==> config.mk <==
export PLATFORM = sky130hd
export DESIGN_NAME = stream_perf_monitor
export DESIGN_NICKNAME = d
export VERILOG_FILES = /design/src/rtl/stream_mon_pkg.sv /design/src/rtl/stream_mon_chan.sv /design/src/rtl/stream_perf_monitor.sv
export SDC_FILE = /design/constraint.sdc
export NUM_CORES = 2
export LEC_CHECK = 0
export ABC_AREA = 0
export CORE_MARGIN = 4
export CORE_UTILIZATION = 46
export DETAILED_ROUTE_END_ITERATION = 8
export PLACE_DENSITY = 0.61
export SLEW_MARGIN = 10
export SYNTH_ARGS = -nofsm -noshare
export SYNTH_HDL_FRONTEND = slang
export SYNTH_SLANG_ARGS = --single-unit
==> constraint.sdc <==
create_clock -name clk -period 5.5 [get_ports clk]
set_clock_uncertainty 0.2 [all_clocks]
set_input_delay 1.1 -clock clk [delete_from_list [all_inputs] [get_ports clk]]
set_output_delay 1.1 -clock clk [all_outputs]
set_load 0.01 [all_outputs]
==> src/rtl/stream_mon_pkg.sv <==
// Shared types and the width-generic increment helper for the stream performance monitor.
package stream_mon_pkg;

    typedef enum logic [0:0] {
        IDLE     = 1'b0,
        IN_FRAME = 1'b1
    } chan_state_e;

    localparam int unsigned MAX_CNT_W  = 64;
    localparam int unsigned N_CNT      = 5;
    localparam int unsigned CNT_XFER   = 0;
    localparam int unsigned CNT_BUSY   = 1;
    localparam int unsigned CNT_STALL  = 2;
    localparam int unsigned CNT_STARVE = 3;
    localparam int unsigned CNT_FRAMES = 4;
    localparam int unsigned SH_MAXLEN  = 5;
    localparam int unsigned N_SH       = 6;

    // Increment the low `width` bits of val; at all-ones either hold or wrap, and report the hit.
    function automatic logic [MAX_CNT_W-1:0] sat_inc(
        input  logic [MAX_CNT_W-1:0] val,
        input  int unsigned          width,
        input  logic                 saturate,
        output logic                 hit_limit
    );
        logic [MAX_CNT_W-1:0] mask;
        logic [MAX_CNT_W-1:0] nxt;
        mask = {MAX_CNT_W{1'b1}} >> (MAX_CNT_W - width);
        if ((val & mask) == mask) begin
            hit_limit = 1'b1;
            nxt       = saturate ? mask : {MAX_CNT_W{1'b0}};
        end else begin
            hit_limit = 1'b0;
            nxt       = (val + {{(MAX_CNT_W-1){1'b0}}, 1'b1}) & mask;
        end
        return nxt;
    endfunction

endpackage

==> src/rtl/stream_mon_chan.sv <==
// One observed stream: frame FSM, five event counters, frame-length tracking,
// sticky overflow flag and the snapshot shadow registers.
module stream_mon_chan
    import stream_mon_pkg::*;
#(
    parameter int unsigned CNT_W    = 32,
    parameter bit          SATURATE = 1'b1
) (
    input  logic             clk,
    input  logic             rst_n,
    input  logic             valid_i,
    input  logic             ready_i,
    input  logic             last_i,
    input  logic             clear_i,
    input  logic             snap_i,
    output logic             in_frame_o,
    output logic             ovf_o,
    output logic [CNT_W-1:0] sh_xfer_o,
    output logic [CNT_W-1:0] sh_busy_o,
    output logic [CNT_W-1:0] sh_stall_o,
    output logic [CNT_W-1:0] sh_starve_o,
    output logic [CNT_W-1:0] sh_frames_o,
    output logic [CNT_W-1:0] sh_max_len_o
);

    chan_state_e      state_q, state_d;
    logic [CNT_W-1:0] cnt_q     [N_CNT];
    logic [CNT_W-1:0] cnt_d     [N_CNT];
    logic [CNT_W-1:0] inc_val_s [N_CNT];
    logic [CNT_W-1:0] live_s    [N_SH];
    logic [CNT_W-1:0] shadow_q  [N_SH];
    logic [CNT_W-1:0] cur_len_q, cur_len_d;
    logic [CNT_W-1:0] max_len_q, max_len_d;
    logic [CNT_W-1:0] len_inc_s;
    logic [N_CNT-1:0] ev_s;
    logic [N_CNT-1:0] inc_hit_s;
    logic             ovf_q, ovf_d;
    logic             hs_s, frame_s, len_hit_s;

    // Per-cycle event decode.
    always_comb begin
        hs_s               = valid_i & ready_i;
        frame_s            = (state_q == IN_FRAME);
        ev_s               = {N_CNT{1'b0}};
        ev_s[CNT_XFER]     = hs_s;
        ev_s[CNT_BUSY]     = frame_s | hs_s;
        ev_s[CNT_STALL]    = valid_i & ~ready_i;
        ev_s[CNT_STARVE]   = frame_s & ~valid_i;
        ev_s[CNT_FRAMES]   = hs_s & last_i;
    end

    // Counter next state; clear wins over any event in the same cycle.
    always_comb begin
        inc_hit_s = {N_CNT{1'b0}};
        for (int i = 0; i < int'(N_CNT); i++) begin
            inc_val_s[i] = CNT_W'(sat_inc(MAX_CNT_W'(cnt_q[i]), CNT_W, SATURATE, inc_hit_s[i]));
            if (clear_i) begin
                cnt_d[i] = {CNT_W{1'b0}};
            end else if (ev_s[i]) begin
                cnt_d[i] = inc_val_s[i];
            end else begin
                cnt_d[i] = cnt_q[i];
            end
        end
    end

    // Frame FSM and length tracking; lengths always saturate, and clear leaves an open frame running.
    always_comb begin
        len_inc_s = CNT_W'(sat_inc(MAX_CNT_W'(cur_len_q), CNT_W, 1'b1, len_hit_s));
        if (hs_s && last_i) begin
            state_d   = IDLE;
            cur_len_d = {CNT_W{1'b0}};
        end else if (hs_s) begin
            state_d   = IN_FRAME;
            cur_len_d = len_inc_s;
        end else begin
            state_d   = state_q;
            cur_len_d = cur_len_q;
        end
        if (clear_i) begin
            max_len_d = {CNT_W{1'b0}};
        end else if (hs_s && last_i && (len_inc_s > max_len_q)) begin
            max_len_d = len_inc_s;
        end else begin
            max_len_d = max_len_q;
        end
        if (clear_i) begin
            ovf_d = 1'b0;
        end else begin
            ovf_d = ovf_q | (|(ev_s & inc_hit_s)) | (hs_s & last_i & len_hit_s);
        end
    end

    // Live state registers.
    always_ff @(posedge clk or negedge rst_n) begin
        if (!rst_n) begin
            state_q   <= IDLE;
            cur_len_q <= {CNT_W{1'b0}};
            max_len_q <= {CNT_W{1'b0}};
            ovf_q     <= 1'b0;
            for (int i = 0; i < int'(N_CNT); i++) begin
                cnt_q[i] <= {CNT_W{1'b0}};
            end
        end else begin
            state_q   <= state_d;
            cur_len_q <= cur_len_d;
            max_len_q <= max_len_d;
            ovf_q     <= ovf_d;
            for (int i = 0; i < int'(N_CNT); i++) begin
                cnt_q[i] <= cnt_d[i];
            end
        end
    end

    // Values the shadows capture: whatever the live registers hold before the snap edge.
    always_comb begin
        for (int i = 0; i < int'(N_CNT); i++) begin
            live_s[i] = cnt_q[i];
        end
        live_s[SH_MAXLEN] = max_len_q;
    end

    // Shadow registers, loaded atomically on snap.
    always_ff @(posedge clk or negedge rst_n) begin
        if (!rst_n) begin
            for (int i = 0; i < int'(N_SH); i++) begin
                shadow_q[i] <= {CNT_W{1'b0}};
            end
        end else begin
            for (int i = 0; i < int'(N_SH); i++) begin
                if (snap_i) begin
                    shadow_q[i] <= live_s[i];
                end else begin
                    shadow_q[i] <= shadow_q[i];
                end
            end
        end
    end

    assign in_frame_o   = (state_q == IN_FRAME);
    assign ovf_o        = ovf_q;
    assign sh_xfer_o    = shadow_q[CNT_XFER];
    assign sh_busy_o    = shadow_q[CNT_BUSY];
    assign sh_stall_o   = shadow_q[CNT_STALL];
    assign sh_starve_o  = shadow_q[CNT_STARVE];
    assign sh_frames_o  = shadow_q[CNT_FRAMES];
    assign sh_max_len_o = shadow_q[SH_MAXLEN];

endmodule

==> src/rtl/stream_perf_monitor.sv <==
// Passive multi-stream performance monitor: per-channel counters with atomic snapshot
// and a channel-select readout mux.
module stream_perf_monitor
    import stream_mon_pkg::*;
#(
    parameter int unsigned N_CH     = 2,
    parameter int unsigned CNT_W    = 32,
    parameter bit          SATURATE = 1'b1,
    localparam int unsigned SEL_W   = (N_CH > 1) ? $clog2(N_CH) : 1
) (
    input  logic             clk,
    input  logic             rst_n,
    input  logic [N_CH-1:0]  valid,
    input  logic [N_CH-1:0]  ready,
    input  logic [N_CH-1:0]  last,
    input  logic             clear,
    input  logic             snap,
    input  logic [SEL_W-1:0] sel,
    output logic             snap_done,
    output logic [CNT_W-1:0] rd_xfer,
    output logic [CNT_W-1:0] rd_busy,
    output logic [CNT_W-1:0] rd_stall,
    output logic [CNT_W-1:0] rd_starve,
    output logic [CNT_W-1:0] rd_frames,
    output logic [CNT_W-1:0] rd_max_len,
    output logic [N_CH-1:0]  in_frame,
    output logic [N_CH-1:0]  ovf
);

    logic [CNT_W-1:0] sh_xfer_s    [N_CH];
    logic [CNT_W-1:0] sh_busy_s    [N_CH];
    logic [CNT_W-1:0] sh_stall_s   [N_CH];
    logic [CNT_W-1:0] sh_starve_s  [N_CH];
    logic [CNT_W-1:0] sh_frames_s  [N_CH];
    logic [CNT_W-1:0] sh_max_len_s [N_CH];
    logic             snap_done_q;

    for (genvar g = 0; g < N_CH; g++) begin : g_chan
        stream_mon_chan #(
            .CNT_W    (CNT_W),
            .SATURATE (SATURATE)
        ) u_chan (
            .clk          (clk),
            .rst_n        (rst_n),
            .valid_i      (valid[g]),
            .ready_i      (ready[g]),
            .last_i       (last[g]),
            .clear_i      (clear),
            .snap_i       (snap),
            .in_frame_o   (in_frame[g]),
            .ovf_o        (ovf[g]),
            .sh_xfer_o    (sh_xfer_s[g]),
            .sh_busy_o    (sh_busy_s[g]),
            .sh_stall_o   (sh_stall_s[g]),
            .sh_starve_o  (sh_starve_s[g]),
            .sh_frames_o  (sh_frames_s[g]),
            .sh_max_len_o (sh_max_len_s[g])
        );
    end

    // Snapshot acknowledge, one cycle after snap is sampled.
    always_ff @(posedge clk or negedge rst_n) begin
        if (!rst_n) begin
            snap_done_q <= 1'b0;
        end else begin
            snap_done_q <= snap;
        end
    end

    assign snap_done = snap_done_q;

    // Readout mux; selects beyond the last channel read zero.
    always_comb begin
        if (32'(sel) < N_CH) begin
            rd_xfer    = sh_xfer_s[sel];
            rd_busy    = sh_busy_s[sel];
            rd_stall   = sh_stall_s[sel];
            rd_starve  = sh_starve_s[sel];
            rd_frames  = sh_frames_s[sel];
            rd_max_len = sh_max_len_s[sel];
        end else begin
            rd_xfer    = {CNT_W{1'b0}};
            rd_busy    = {CNT_W{1'b0}};
            rd_stall   = {CNT_W{1'b0}};
            rd_starve  = {CNT_W{1'b0}};
            rd_frames  = {CNT_W{1'b0}};
            rd_max_len = {CNT_W{1'b0}};
        end
    end

endmodule

-- Word level (Yosys, flattened, before mapping)
Index checks and enable logic that the tools add are counted.
- register bits after elaboration: 837
- bits of input ports: 11
- output and inout port bits: 197
- word-level logic and storage cells: 177
- add/subtract/negate cells: 12
- order comparisons: 3
- equal/unequal tests: 12
- multiplexer cells: 76
- bitwise logic cells: 23
- reduce and logical (&&, ||, !) cells: 20
- operators by type and width (cell ; count):
    two-way mux 32 bit ; 58
    adder 32 x 1 -> 32 bit, second input constant ; 12
    == test 32 bit, second input constant ; 12
    greater-than comparator 32 bit ; 2
    nonzero test 2 bit ; 14
    two-way mux 1 bit ; 18
    bitwise AND 1 bit ; 10
    bitwise AND 5 bit ; 2
    OR reduction 5 bit ; 2
    bitwise OR 1 bit ; 6
    logical AND 1 bit ; 4
    inverter 1 bit ; 4
    >= comparator 2 bit, second input constant ; 1
    inverter 1 -> 2 bit ; 1

-- Logic depth before layout (Yosys ltp)
- depth after elaboration: 7
- depth in mapped cells: 16
- gate-level depth less buffers: 14

-- Modules after synthesis
From an unflattened synthesis, not the netlist that was laid out.
- cells, all modules: 4048
- area, all modules: 43016.3 um^2
- by module, submodules not included (module ; instances ; cells an instance ; area an instance (um^2) ; sequential area each (um^2)):
    stream_mon_chan (g_chan[1].u_chan) ; 1 ; 1936 ; 20324.5 ; 10460.0
    stream_mon_chan (g_chan[0].u_chan) ; 1 ; 1898 ; 20274.4 ; 10460.0
    stream_perf_monitor ; 1 ; 214 ; 2417.3 ; 25.0

-- Least setup slack after synthesis
Ideal clock, no wire load.
- path kind: register to register
- from: reg g_chan[1].u_chan.cur_len_q[0]
- to: reg g_chan[1].u_chan.max_len_q[20]
- setup time: 147 ps
- arrival: 3896 ps
- data required time: 5153 ps
- slack: 1257 ps
- cell stages (with the launch flop): 16
- path buffers: 2
- clock period less this slack: 4243 ps
- cell sequence: dfrtp_1 > ha_1 > nand3_1 > or4_1 > clkbuf_1 > nor3_1 > mux2i_1 > inv_1 > ha_1 > nand4_1 > or4_1 > a311oi_1 > o31ai_2 > nand2_1 > buf_2 > a311oi_1
- cells in the longest elaborated chain, start to end: 5
- elaborated cells on any way between the ends: 8
- classes of those cells: add/sub (1); order compare (1); eq/ne (1); mux (3); reduce/logical (2)
- ends and longest elaborated chain (element ; RTL line ; RTL):
    from (decl) ; stream_mon_chan.sv:32 ; logic [CNT_W-1:0] cur_len_q, cur_len_d;
    from (signal assigned) ; stream_mon_chan.sv:98 ; cur_len_q <= {CNT_W{1'b0}};
    from (signal assigned) ; stream_mon_chan.sv:106 ; cur_len_q <= cur_len_d;
    adder 32 x 1 -> 32 bit or == test 32 bit (tied branches) ; stream_mon_pkg.sv:34, stream_mon_pkg.sv:29 ;
    two-way mux 32 bit (*) ; stream_mon_pkg.sv:29 ; if ((val & mask) == mask) begin
    greater-than comparator 32 bit ; stream_mon_chan.sv:82 ; end else if (hs_s && last_i && (len_inc_s > max_len_q)) begin
    logical AND 1 bit ; stream_mon_chan.sv:82 ;
    nonzero test 2 bit (no line) ; - ;
    to (signal assigned) ; stream_mon_chan.sv:99 ; max_len_q <= {CNT_W{1'b0}};
    to (signal assigned) ; stream_mon_chan.sv:107 ; max_len_q <= max_len_d;
    to (decl) ; stream_mon_chan.sv:33 ; logic [CNT_W-1:0] max_len_q, max_len_d;
Mark *: on every way between the ends. The rest lies on a longest branch, timed or not. The select of a mux whose other input is x is not followed.
A chain may end at the register's enable or synchronous reset.

-- Worst setup path in the final report
- from: reg g_chan[1].u_chan.cur_len_q[4]
- to: reg g_chan[1].u_chan.max_len_q[6]
Same word-level chain as after synthesis.

==> out/metrics.json <==
{
  "clocking": {
    "clock_tree.root_cell": "clkbuf_16",
    "ctsHoldBuffers": 0,
    "count_of_cells_resized_by_post_cts_repair": 0,
    "cts_htree_levels": 3,
    "cts.reportedPaths.clkPinSlew_ns": 0.06,
    "cts-buffers-inserted": 93,
    "cts_sinks": 837,
    "tritoncts": "built",
    "post-cts-setup-buffers": 0,
    "clock_latency_of_the_later_clocked_register_in_the_worst_skew_pair_ns": 0.67,
    "cts-root-to-sink-buffers": 3
  },
  "worst_setup_path": {
    "timing.rr.end": "g_chan[1].u_chan.max_len_q[6]",
    "regToRegSetupSlack_ns": 0.49,
    "worst-path-max-fanout": 16,
    "timing.critical_path.required_ns": 5.81,
    "cp-end-kind": "flip-flop",
    "worst-endpoint-arrival_ns": 5.33,
    "critical_path_class": "reg -> reg",
    "source_of_the_worst_register_to_register_timing_path": "g_chan[1].u_chan.cur_len_q[4]",
    "ff2ff_path_depth": 12,
    "timing.critical_path.from_type": "flip-flop"
  },
  "route": {
    "drtAntennaViolNets": 0,
    "drt-initial-drc-count": 2483,
    "final_routed_drc_violation_total": 0,
    "post_drt_wl_per_cell_um": 21.15,
    "firstDrtPassIters": 6,
    "routed_wl_um": 117200,
    "detailroute.via_count": 33130,
    "route.detailed.vias_per_inst": 5.980
  },
  "die": {
    "top_level_port_count": 208,
    "chipWidth_um": 313.6,
    "initial_core_util_pct": 46.60,
    "placeableCoreArea_um2": 92220,
    "die_height_um": 313.6,
    "placement_rows": 111,
    "fp.dieArea_um2": 98370
  },
  "global_route": {
    "gr-usage-all-layers_pct": 23.54,
    "grt.overflow.total": 0,
    "maximum_number_of_pins_on_one_net_before_global_route_repair": 162,
    "grt_pass1_wl_um": 187000,
    "grt_pass1_vias": 32170,
    "initial_antenna_violation_count": 0
  },
  "sta": {
    "relSlewSlack_pct": 24.79,
    "post-route-period-util_pct": 91.14,
    "rsz0062_at_grt": "false",
    "worst-slew-pin-transition_ns": 1.124,
    "slew_viol_final": 0,
    "hold_viol_final": 0,
    "setup-tns-final_ns": 0,
    "final.min_clock_period_ns": 5.013,
    "finalSetupViolCount": 0,
    "max_freq_ghz": 0.1995
  },
  "synth": {
    "synth_async_sr_flop_share_pct": 100.0,
    "netlist_top_cells_count": "837 x dfrtp_1, 580 x mux2_2, 261 x nand2_1",
    "synth_area_um2": 42970,
    "synth-simple-area-share_pct": 15.48,
    "yosys.area_share.adder_pct": 2.213,
    "yosys.area.top_type_share_pct": 48.74,
    "post_synth_num_cell_types": 79,
    "synth-seq-cells": 837,
    "synth_top_flop_cell": "dfrtp_1",
    "synth_edf_count": 0,
    "synth.area.top_cells": "dfrtp_1 49%, mux2_2 15%, a21oi_1 2.8%",
    "synth_largest_area_cell": "dfrtp_1",
    "post_synth_mux_area_share_pct": 16.11,
    "synth.avg_cell_area_um2": 10.48,
    "synth-compound-area-share_pct": 13.07,
    "synth-warning-count": 0,
    "synthCells": 4102,
    "synth_xor_xnor_area_share_pct": 0.8560,
    "largest_family_of_logic_cells_by_synthesized_area": "multiplexers",
    "synth_sequential_area_ratio_pct": 48.74,
    "synth_most_common_cell": "dfrtp_1",
    "synthesis.nets": 4189
  },
  "status": {
    "status": "finished clean"
  },
  "finish": {
    "total_number_of_nets_in_the_final_design": 4304,
    "ff_latch_area_um2": 20950,
    "areaGrowthSynthToFinish_pct": 15.17,
    "fillerInstances": 8239,
    "drive_above_1_share_pct": 20.01,
    "final_core_utilization_pct": 53.66,
    "multi_input_logic_area_um2": 20530
  },
  "place": {
    "dp.final_hpwl_um": 79070,
    "port_buffers": 207,
    "gp_congestion": 0.8612
  },
  "power": {
    "leakage_power_summed_over_all_cells_nw": 21.88,
    "worst_ir_drop_vdd_uv": 220.3,
    "power-per-cell-area_nw_per_um2": 288.5,
    "power_mw": 14.28
  },
  "min_path": {
    "min-delay-path-class": "in -> async"
  },
  "flow_run": {
    "timing.max_cap.violations": 0
  }
}
-- critical path: stages (launching register included) --
cell	delay (ns)
dfrtp_1	0.47
nand3_1	0.27
or4_1	0.84
o31a_1	0.32
or3_1	0.35
ha_1	0.31
nand4_1	0.13
or4_1	0.54
a311oi_1	0.40
o31ai_2	0.22
nand2_1	0.47
buf_12	0.22
a311oi_1	0.11
-- power breakdown --
group | internal (mW) | switching (mW) | leakage, nW
clock | 3.84 | 2.55 | 1.56
combinational | 0.545 | 0.834 | 8.67
sequential | 6.33 | 0.175 | 11.6
-- how the worst max path moves through the flow --
stage,slack (ns),end,startpoint,cells after the start
after global placement,0.58,g_chan[1].u_chan.max_len_q[4],g_chan[1].u_chan.cur_len_q[4],12
after global routing,0.15,g_chan[0].u_chan.max_len_q[14],g_chan[0].u_chan.cur_len_q[4],14
after floorplan,1.26,g_chan[1].u_chan.max_len_q[20],g_chan[1].u_chan.cur_len_q[0],15
final,0.49,g_chan[1].u_chan.max_len_q[6],g_chan[1].u_chan.cur_len_q[4],12
after CTS,0.47,g_chan[1].u_chan.max_len_q[8],g_chan[1].u_chan.cur_len_q[0],14
after detailed placement,0.47,g_chan[1].u_chan.max_len_q[8],g_chan[1].u_chan.cur_len_q[4],13
-- metrics by stage --
step / hold WS [ns] / worst slack, ns / instance area [µm²] / instances
final: 0.2692 / 0.4871 / 49490 / 5540
after global routing: 0.3102 / 0.1526 / 49480 / 5535
after global placement: 0.2833 / 0.5764 / 46330 / 5365
after floorplan: 0.2589 / 1.257 / 42970 / 4102
after detailed placement: 0.2903 / 0.4745 / 46330 / 5365
after CTS: 0.2977 / 0.4702 / 49480 / 5535
-- sequential cells by signal, summed over array words and instances, names as in the netlist --
register                    cells
g_chan.u_chan.sh_xfer_o        64
g_chan.u_chan.sh_busy_o        64
g_chan.u_chan.sh_stall_o       64
snap_done                       1
g_chan.u_chan.sh_frames_o      64
g_chan.u_chan.max_len_q        64
g_chan.u_chan.sh_max_len_o     64
g_chan.u_chan.cnt_q           320
g_chan.u_chan.ovf_o             2
g_chan.u_chan.sh_starve_o      64
g_chan.u_chan.cur_len_q        64
g_chan.u_chan.in_frame_o        2
-- placed cells by master (no fill, tap or decap), drive strengths merged, types with 10 or more instances in the layout --
master / instances
a22o: 28
o21ai: 145
and2: 32
ha: 76
a211oi: 49
nor4: 40
nand3: 214
xor2: 12
mux2i: 39
or3: 13
o21a: 10
clkinv: 14
nor2b: 11
nand2: 262
a311oi: 114
clkdlybuf4s50: 203
o221a: 13
a211o: 21
buf: 77
a41oi: 15
a31oi: 71
o211a: 20
mux2: 580
nand4: 121
or4: 16
o22a: 21
inv: 120
nand2b: 10
xnor2: 30
o211ai: 11
and3: 85
nor2: 260
nor3: 180
o31ai: 22
a21oi: 244
clkbuf: 149
and4: 44
dfrtp: 837
-- cells by family after synthesis --
family,count (synthesis)
buffers and inverters,379
adders and majority gates,76
muxes,619
DFF,837
and+or+nand+nor,1314
AOI/OAI and AO/OA,835
xor gates and xnor gates,42
-- metal layers --
metal  global-route usage, %  up-vias  part of all wire, %
met5                       0        -                    0
li1                        -    15580                    -
met3                   3.369      187                  4.5
met2                   38.31      841                   48
met4                   8.187        0                  3.3
met1                   32.40    16530                   44
-- layout make-up --
cell class	count	share of cell area, %
flip-flops and latches	837	42.32
inverters	118	0.8975
clock inverters	22	0.5714
well taps	1243	3.143
clock buffers	148	5.795
multi-input cells	2886	41.49
repair buffers	281	5.752
diodes	5	0.02528
No activity file was read; power rests on OpenSTA's default activity.
